`src/rtl/sweep_pkg.sv`:
```
`default_nettype none
// ============================================================================
//  Module   : sweep_pkg
//  Purpose  : Shared types and sizes for the 4-input circuit sweep controller.
//  Revision : 1.0 - initial release
// ============================================================================
package sweep_pkg;

    localparam int NUM_CODES = 16;
    localparam int CODE_W    = 4;
    localparam int CNT_W     = 5;

    localparam logic [CODE_W-1:0] LAST_CODE = CODE_W'(NUM_CODES - 1);

    typedef enum logic [1:0] {
        IDLE   = 2'd0,
        SETTLE = 2'd1,
        SAMPLE = 2'd2,
        DONE   = 2'd3
    } state_t;

endpackage
`default_nettype wire

```
`src/rtl/settle_timer.sv`:
```
`default_nettype none
// ============================================================================
//  Module   : settle_timer
//  Purpose  : Load/expire down-counter that sets how long each code settles.
//  Revision : 1.0 - initial release
// ============================================================================
module settle_timer #(
    parameter int SETTLE_CYCLES = 2
) (
    input  logic clk,
    input  logic rst,
    input  logic load,
    input  logic en,
    output logic expired
);

    generate
        if (SETTLE_CYCLES == 0) begin : g_no_timer
            // The controller never enters SETTLE in this build.
            logic w_unused;
            assign w_unused = ^{clk, rst, load, en};
            assign expired  = 1'b1;
        end else begin : g_timer
            localparam logic [7:0] c_load = 8'(SETTLE_CYCLES - 1);

            logic [7:0] r_cnt;

            always_ff @(posedge clk or posedge rst) begin
                if (rst) begin
                    r_cnt <= 8'd0;
                end else if (load) begin
                    r_cnt <= c_load;
                end else if (en && (r_cnt != 8'd0)) begin
                    r_cnt <= r_cnt - 8'd1;
                end
            end

            assign expired = (r_cnt == 8'd0);
        end
    endgenerate

endmodule
`default_nettype wire

```
`src/rtl/circuit_sweep_ctrl.sv`:
```
`default_nettype none
// ============================================================================
//  Module   : circuit_sweep_ctrl
//  Purpose  : Steps an external 4-input circuit through all 16 codes, checks
//             Y against a golden truth table and reports the result.
//             SWEEP_CAPTURE_EN enables the observed-Y capture register.
//  Revision : 1.0 - initial release
// ============================================================================
module circuit_sweep_ctrl
    import sweep_pkg::*;
#(
    parameter int                   SETTLE_CYCLES = 2,
    parameter logic [NUM_CODES-1:0] EXPECTED      = 16'hF151
) (
    input  logic                 clk,
    input  logic                 rst,
    input  logic                 start,
    input  logic                 abort,
    input  logic                 y_in,
    output logic [CODE_W-1:0]    abcd,
    output logic                 busy,
    output logic                 done,
    output logic                 pass,
    output logic [CNT_W-1:0]     err_count,
    output logic [CODE_W-1:0]    first_fail,
    output logic [NUM_CODES-1:0] captured
);

    localparam state_t c_code_entry = (SETTLE_CYCLES == 0) ? SAMPLE : SETTLE;

    state_t r_state;
    state_t w_next;

    logic              w_timer_load;
    logic              w_timer_en;
    logic              w_expired;
    logic              w_clear;
    logic              w_advance;
    logic              w_commit;
    logic              w_abort_clr;
    logic              w_mismatch;
    logic [CNT_W-1:0]  w_err_next;
    logic [CODE_W-1:0] w_first_next;

    logic [CODE_W-1:0] r_idx;
    logic [CNT_W-1:0]  r_err_work;
    logic [CODE_W-1:0] r_first_work;
    logic              r_pass;
    logic [CNT_W-1:0]  r_err_count;
    logic [CODE_W-1:0] r_first_fail;

    settle_timer #(
        .SETTLE_CYCLES (SETTLE_CYCLES)
    ) u_settle_timer (
        .clk     (clk),
        .rst     (rst),
        .load    (w_timer_load),
        .en      (w_timer_en),
        .expired (w_expired)
    );

    always_ff @(posedge clk or posedge rst) begin
        if (rst) begin
            r_state <= IDLE;
        end else begin
            r_state <= w_next;
        end
    end

    always_comb begin
        w_next       = r_state;
        w_timer_load = 1'b0;
        w_timer_en   = 1'b0;
        w_clear      = 1'b0;
        w_advance    = 1'b0;
        w_commit     = 1'b0;
        w_abort_clr  = abort && (r_state != IDLE);
        case (r_state)
            IDLE: begin
                if (start && !abort) begin
                    w_clear      = 1'b1;
                    w_timer_load = 1'b1;
                    w_next       = c_code_entry;
                end
            end
            SETTLE: begin
                if (abort) begin
                    w_next = IDLE;
                end else begin
                    w_timer_en = 1'b1;
                    if (w_expired) begin
                        w_next = SAMPLE;
                    end
                end
            end
            SAMPLE: begin
                if (abort) begin
                    w_next = IDLE;
                end else if (r_idx == LAST_CODE) begin
                    w_commit = 1'b1;
                    w_next   = DONE;
                end else begin
                    w_advance    = 1'b1;
                    w_timer_load = 1'b1;
                    w_next       = c_code_entry;
                end
            end
            DONE: begin
                w_next = IDLE;
            end
            default: begin
                w_next = IDLE;
            end
        endcase
    end

    // The final code's result is folded in combinationally so DONE sees it.
    assign w_mismatch   = (y_in != EXPECTED[r_idx]);
    assign w_err_next   = r_err_work + CNT_W'(w_mismatch);
    assign w_first_next = (w_mismatch && (r_err_work == '0)) ? r_idx : r_first_work;

    always_ff @(posedge clk or posedge rst) begin
        if (rst) begin
            r_idx        <= '0;
            r_err_work   <= '0;
            r_first_work <= '0;
            r_pass       <= 1'b0;
            r_err_count  <= '0;
            r_first_fail <= '0;
        end else begin
            if (w_abort_clr) begin
                r_idx <= '0;
            end else if (w_clear) begin
                r_idx        <= '0;
                r_err_work   <= '0;
                r_first_work <= '0;
            end else if (r_state == SAMPLE) begin
                r_err_work   <= w_err_next;
                r_first_work <= w_first_next;
                if (w_advance) begin
                    r_idx <= r_idx + 1'b1;
                end
            end
            if (w_commit) begin
                r_pass       <= (w_err_next == '0);
                r_err_count  <= w_err_next;
                r_first_fail <= w_first_next;
            end
        end
    end

`ifdef SWEEP_CAPTURE_EN
    logic [NUM_CODES-1:0] r_cap_work;
    logic [NUM_CODES-1:0] r_captured;
    logic [NUM_CODES-1:0] w_cap_next;

    always_comb begin
        w_cap_next        = r_cap_work;
        w_cap_next[r_idx] = y_in;
    end

    always_ff @(posedge clk or posedge rst) begin
        if (rst) begin
            r_cap_work <= '0;
            r_captured <= '0;
        end else begin
            if ((r_state == SAMPLE) && !abort) begin
                r_cap_work <= w_cap_next;
            end
            if (w_commit) begin
                r_captured <= w_cap_next;
            end
        end
    end

    assign captured = r_captured;
`else
    assign captured = '0;
`endif

    assign abcd       = r_idx;
    assign busy       = (r_state != IDLE);
    assign done       = (r_state == DONE);
    assign pass       = r_pass;
    assign err_count  = r_err_count;
    assign first_fail = r_first_fail;

endmodule
`default_nettype wire

```
`config.mk`:
```
export PLATFORM = sky130hd
export DESIGN_NAME = circuit_sweep_ctrl
export DESIGN_NICKNAME = d
export VERILOG_FILES = /design/src/rtl/sweep_pkg.sv /design/src/rtl/settle_timer.sv /design/src/rtl/circuit_sweep_ctrl.sv
export SDC_FILE = /design/constraint.sdc
export NUM_CORES = 1
export LEC_CHECK = 0
export ABC_CLOCK_PERIOD_IN_PS = 5700
export CORE_MARGIN = 5
export CORE_UTILIZATION = 55
export CTS_CLUSTER_SIZE = 24
export DETAILED_ROUTE_END_ITERATION = 8
export PLACE_DENSITY = 0.87
export SLEW_MARGIN = 20
export SYNTH_ARGS = -nofsm -noshare
export SYNTH_HDL_FRONTEND = slang
export SYNTH_SLANG_ARGS = --single-unit
```
`constraint.sdc`:
```
create_clock -name clk -period 5.7 [get_ports clk]
set_clock_uncertainty 0.2 [all_clocks]
set_input_delay 0.855 -clock clk [delete_from_list [all_inputs] [get_ports clk]]
set_output_delay 0.855 -clock clk [all_outputs]
set_load 0.03 [all_outputs]
```
==> impl_metrics.toml <==
[cts]
clkLatencyLatePin_ns = 0.33
cts.clk_slew.worst_paths_ns = 0.10
cts_root_buf = "clkbuf_4"
htree_levels = 2
cts_resized = 0
cts_tree = "yes"
cts_setup_buffers = 0
hold_buffers = 0
clock_sinks = 33
numCtsBuffers = 5
clockBufferDepth = 2

[setup_path]
path_max_fanout = 8
cp_slowest_cell = "clkdlybuf4s50_1"
slowest_delay_ns = 0.49
timing.rr.end = "pass$_DFFE_PP0P_"
reg2reg_setup_slack_ns = 2.79
cpMostUsedCell = "ha_1"
required_ns = 5.77
reg2regPathDepth = 11
cp.arrival_ns = 3.16
reg2reg_from = "abcd[0]$_DFFE_PP0P_"
crit_chain = "clkdlybuf4s50_1, or3b_1, o211a_2, clkinv_1, ha_1, ha_1, nand3_1, a211oi_1, o2111ai_1, nand2_1"
path_class = "input pin to flop"
cp-start-kind = "input pin"
end_kind = "flop"

[hold_path]
hold_path_end = "pass$_DFFE_PP0P_"
worstHoldPathCells = 2
min_path_type = "flop to flop"
min-delay-start = "pass$_DFFE_PP0P_"

[logic_synthesis]
syn_area_um2 = 1914
ys.flop_type = "dfrtp_1"
synthArstFlopShare_pct = 100.0
yosysWarnings = 0
netlist-cell-type-count = 50
ys_ff_latch = 33
syn_inst = 201
synth_edf_count = 0
postSynthAreaPerCell_um2 = 9.524
ys_seq_area_share_pct = 43.14

[route]
wl_per_cell_um = 13.37
drt_iter0_drc = 127
dr.pass1.iters = 4
drc = 0
ant_nets = 0
routed_wirelength_mm = 3.610
avgViaCountPerCell = 5.378
vias = 1452

[global_route]
grt_pass1_wl_mm = 6.127
antenna_found_initial = 0
track_usage_pct = 17.49
overflow = 0
grt_pass1_vias = 1402
grt_max_degree = 34

[sta]
max_slew_margin_pct = 35.91
min_period_ns = 3.087
rsz0062_at_grt = "no"
period_share_pct = 54.15
fmax_mhz = 324.0
tightest_slew_ns = 0.9572
finalSetupViolations = 0
hold_viol_final = 0
finalSetupTns_ns = 0
drv_slew = 0

[layout]
fin_util_pct = 64.43
mostFrequentLayoutCells = "dfrtp_1 (33), nand2_1 (31), clkdlybuf4s50_1 (20)"
drive_gt1_share_pct = 9.821
fin_nets = 233
antenna_cells = 0
final_common_cell = "dfrtp_1"
area_growth_pct = 13.20

[placement]
routabilityCongestion = 0.8448
place_hpwl_mm = 2.719
io_buffers = 20

[die]
die_area_um2 = 4760
start_util_pct = 56.92
die_width_um = 69.00
io-pin-count = 37
die_y_um = 69.00
rows = 21
core_um2 = 3363

[pwr]
irDropWorstVdd_mv = 0.2202
powerDensity_nw_per_um2 = 341.6
p_leak_nw = 0.9568

[status]
status = "finished, final reports clean"

[job]
max_cap_viol_count = 0
==> worst max-delay path: cells and delay by family <==
kind            cells  cell delay (ns)
buf+inv             2             0.64
compound gates      3             0.57
simple gates        3             0.64
fa+ha+maj           2             0.46
==> cells by family after synthesis <==
group,after synthesis,synth area share [%]
AND/OR/NAND/NOR,87,25.43
AO/OA/AOI/OAI,36,13.33
flip-flops,33,43.14
buffers and inverters,28,9.411
XOR/XNOR,8,3.660
adder cells (fa/ha/maj),5,3.268
multiplexers,3,1.569
other,1,0.1959
==> metrics by stage <==
step	setup WS, ns	std cells	hold slack (ns)	total power, mW	cell area [µm²]
2_1_floorplan	2.888	216	0.2822	0.5102	1971
3_3_place_gp	2.377	262	0.2516	0.5534	2082
3_5_place_dp	2.289	262	0.2693	0.5608	2082
4_1_cts	2.637	270	0.2974	0.7462	2167
5_1_grt	2.436	270	0.3147	0.7922	2167
6_report	2.613	270	0.2846	0.7402	2167
==> power by group <==
group          leakage (nW)  internal, mW  switching [mW]
registers             0.453         0.265          0.0443
logic                 0.459        0.0995           0.150
clock network        0.0455         0.105          0.0760
total                 0.957         0.470           0.270
==> flip-flops by register name, indices dropped and copies added, names as in the netlist <==
register	count
r_first_work	4
u_settle_timer.g_timer.r_cnt	8
r_state	2
pass	1
first_fail	4
err_count	5
r_err_work	5
abcd	4
==> layout make-up <==
| class | instances | area [µm²] |
|---|---|---|
| Timing Repair Buffer | 21 | 207.7 |
| Inverter | 7 | 26.28 |
| Clock buffer | 7 | 55.05 |
| Clock inverter | 1 | 30.03 |
| Multi-Input combinational cell | 155 | 964.7 |
| Fill cell | 297 | 1196 |
| Sequential cell | 33 | 825.8 |
| Tap cell | 46 | 57.56 |
==> cells in the mapped netlist (2+ instances only) <==
cell type   n  area [µm²]
nand2_1    31       116.4
xnor2_1     2       17.52
nor2_1     14       52.55
o211ai_1    5       37.54
nor4_1      2       12.51
nand3_1    11       55.05
o21ai_0     8       40.04
inv_1       6       22.52
o21ai_1     4       20.02
or2_1       2       12.51
dfrtp_1    33       825.8
nor3_1      3       15.01
a21oi_1     2       10.01
or3b_1      2       17.52
buf_2       3       15.01
xor2_1      6       52.55
ha_1        5       62.56
o2111ai_1   2       17.52
buf_4      17       127.6
o211ai_2    2       25.02
a31oi_1     2       12.51
nand4_1     5       31.28
nand4b_1    2       17.52
mux2i_1     3       30.03
a22o_1      3       26.28
or4_4       2       22.52
==> worst max path at each step <==
stage | startpoint | cells past startpoint | end
3_3_place_gp | y_in | 10 | pass$_DFFE_PP0P_
4_1_cts | y_in | 10 | pass$_DFFE_PP0P_
5_1_grt | y_in | 10 | r_err_work[4]$_DFFE_PP0P_
6_report | y_in | 10 | pass$_DFFE_PP0P_
3_5_place_dp | y_in | 10 | r_err_work[4]$_DFFE_PP0P_
2_1_floorplan | abcd[0]$_DFFE_PP0P_ | 11 | pass$_DFFE_PP0P_
==> metal layers <==
layer	GRT usage, %	vias up	part of all wire (%)
li1	-	724	-
met3	5.997	6	5.4
met1	19.29	688	43
met4	5.596	0	1.5
met5	0	-	0
met2	31.31	34	50
Note: power is estimated with default switching activity, not from simulation.
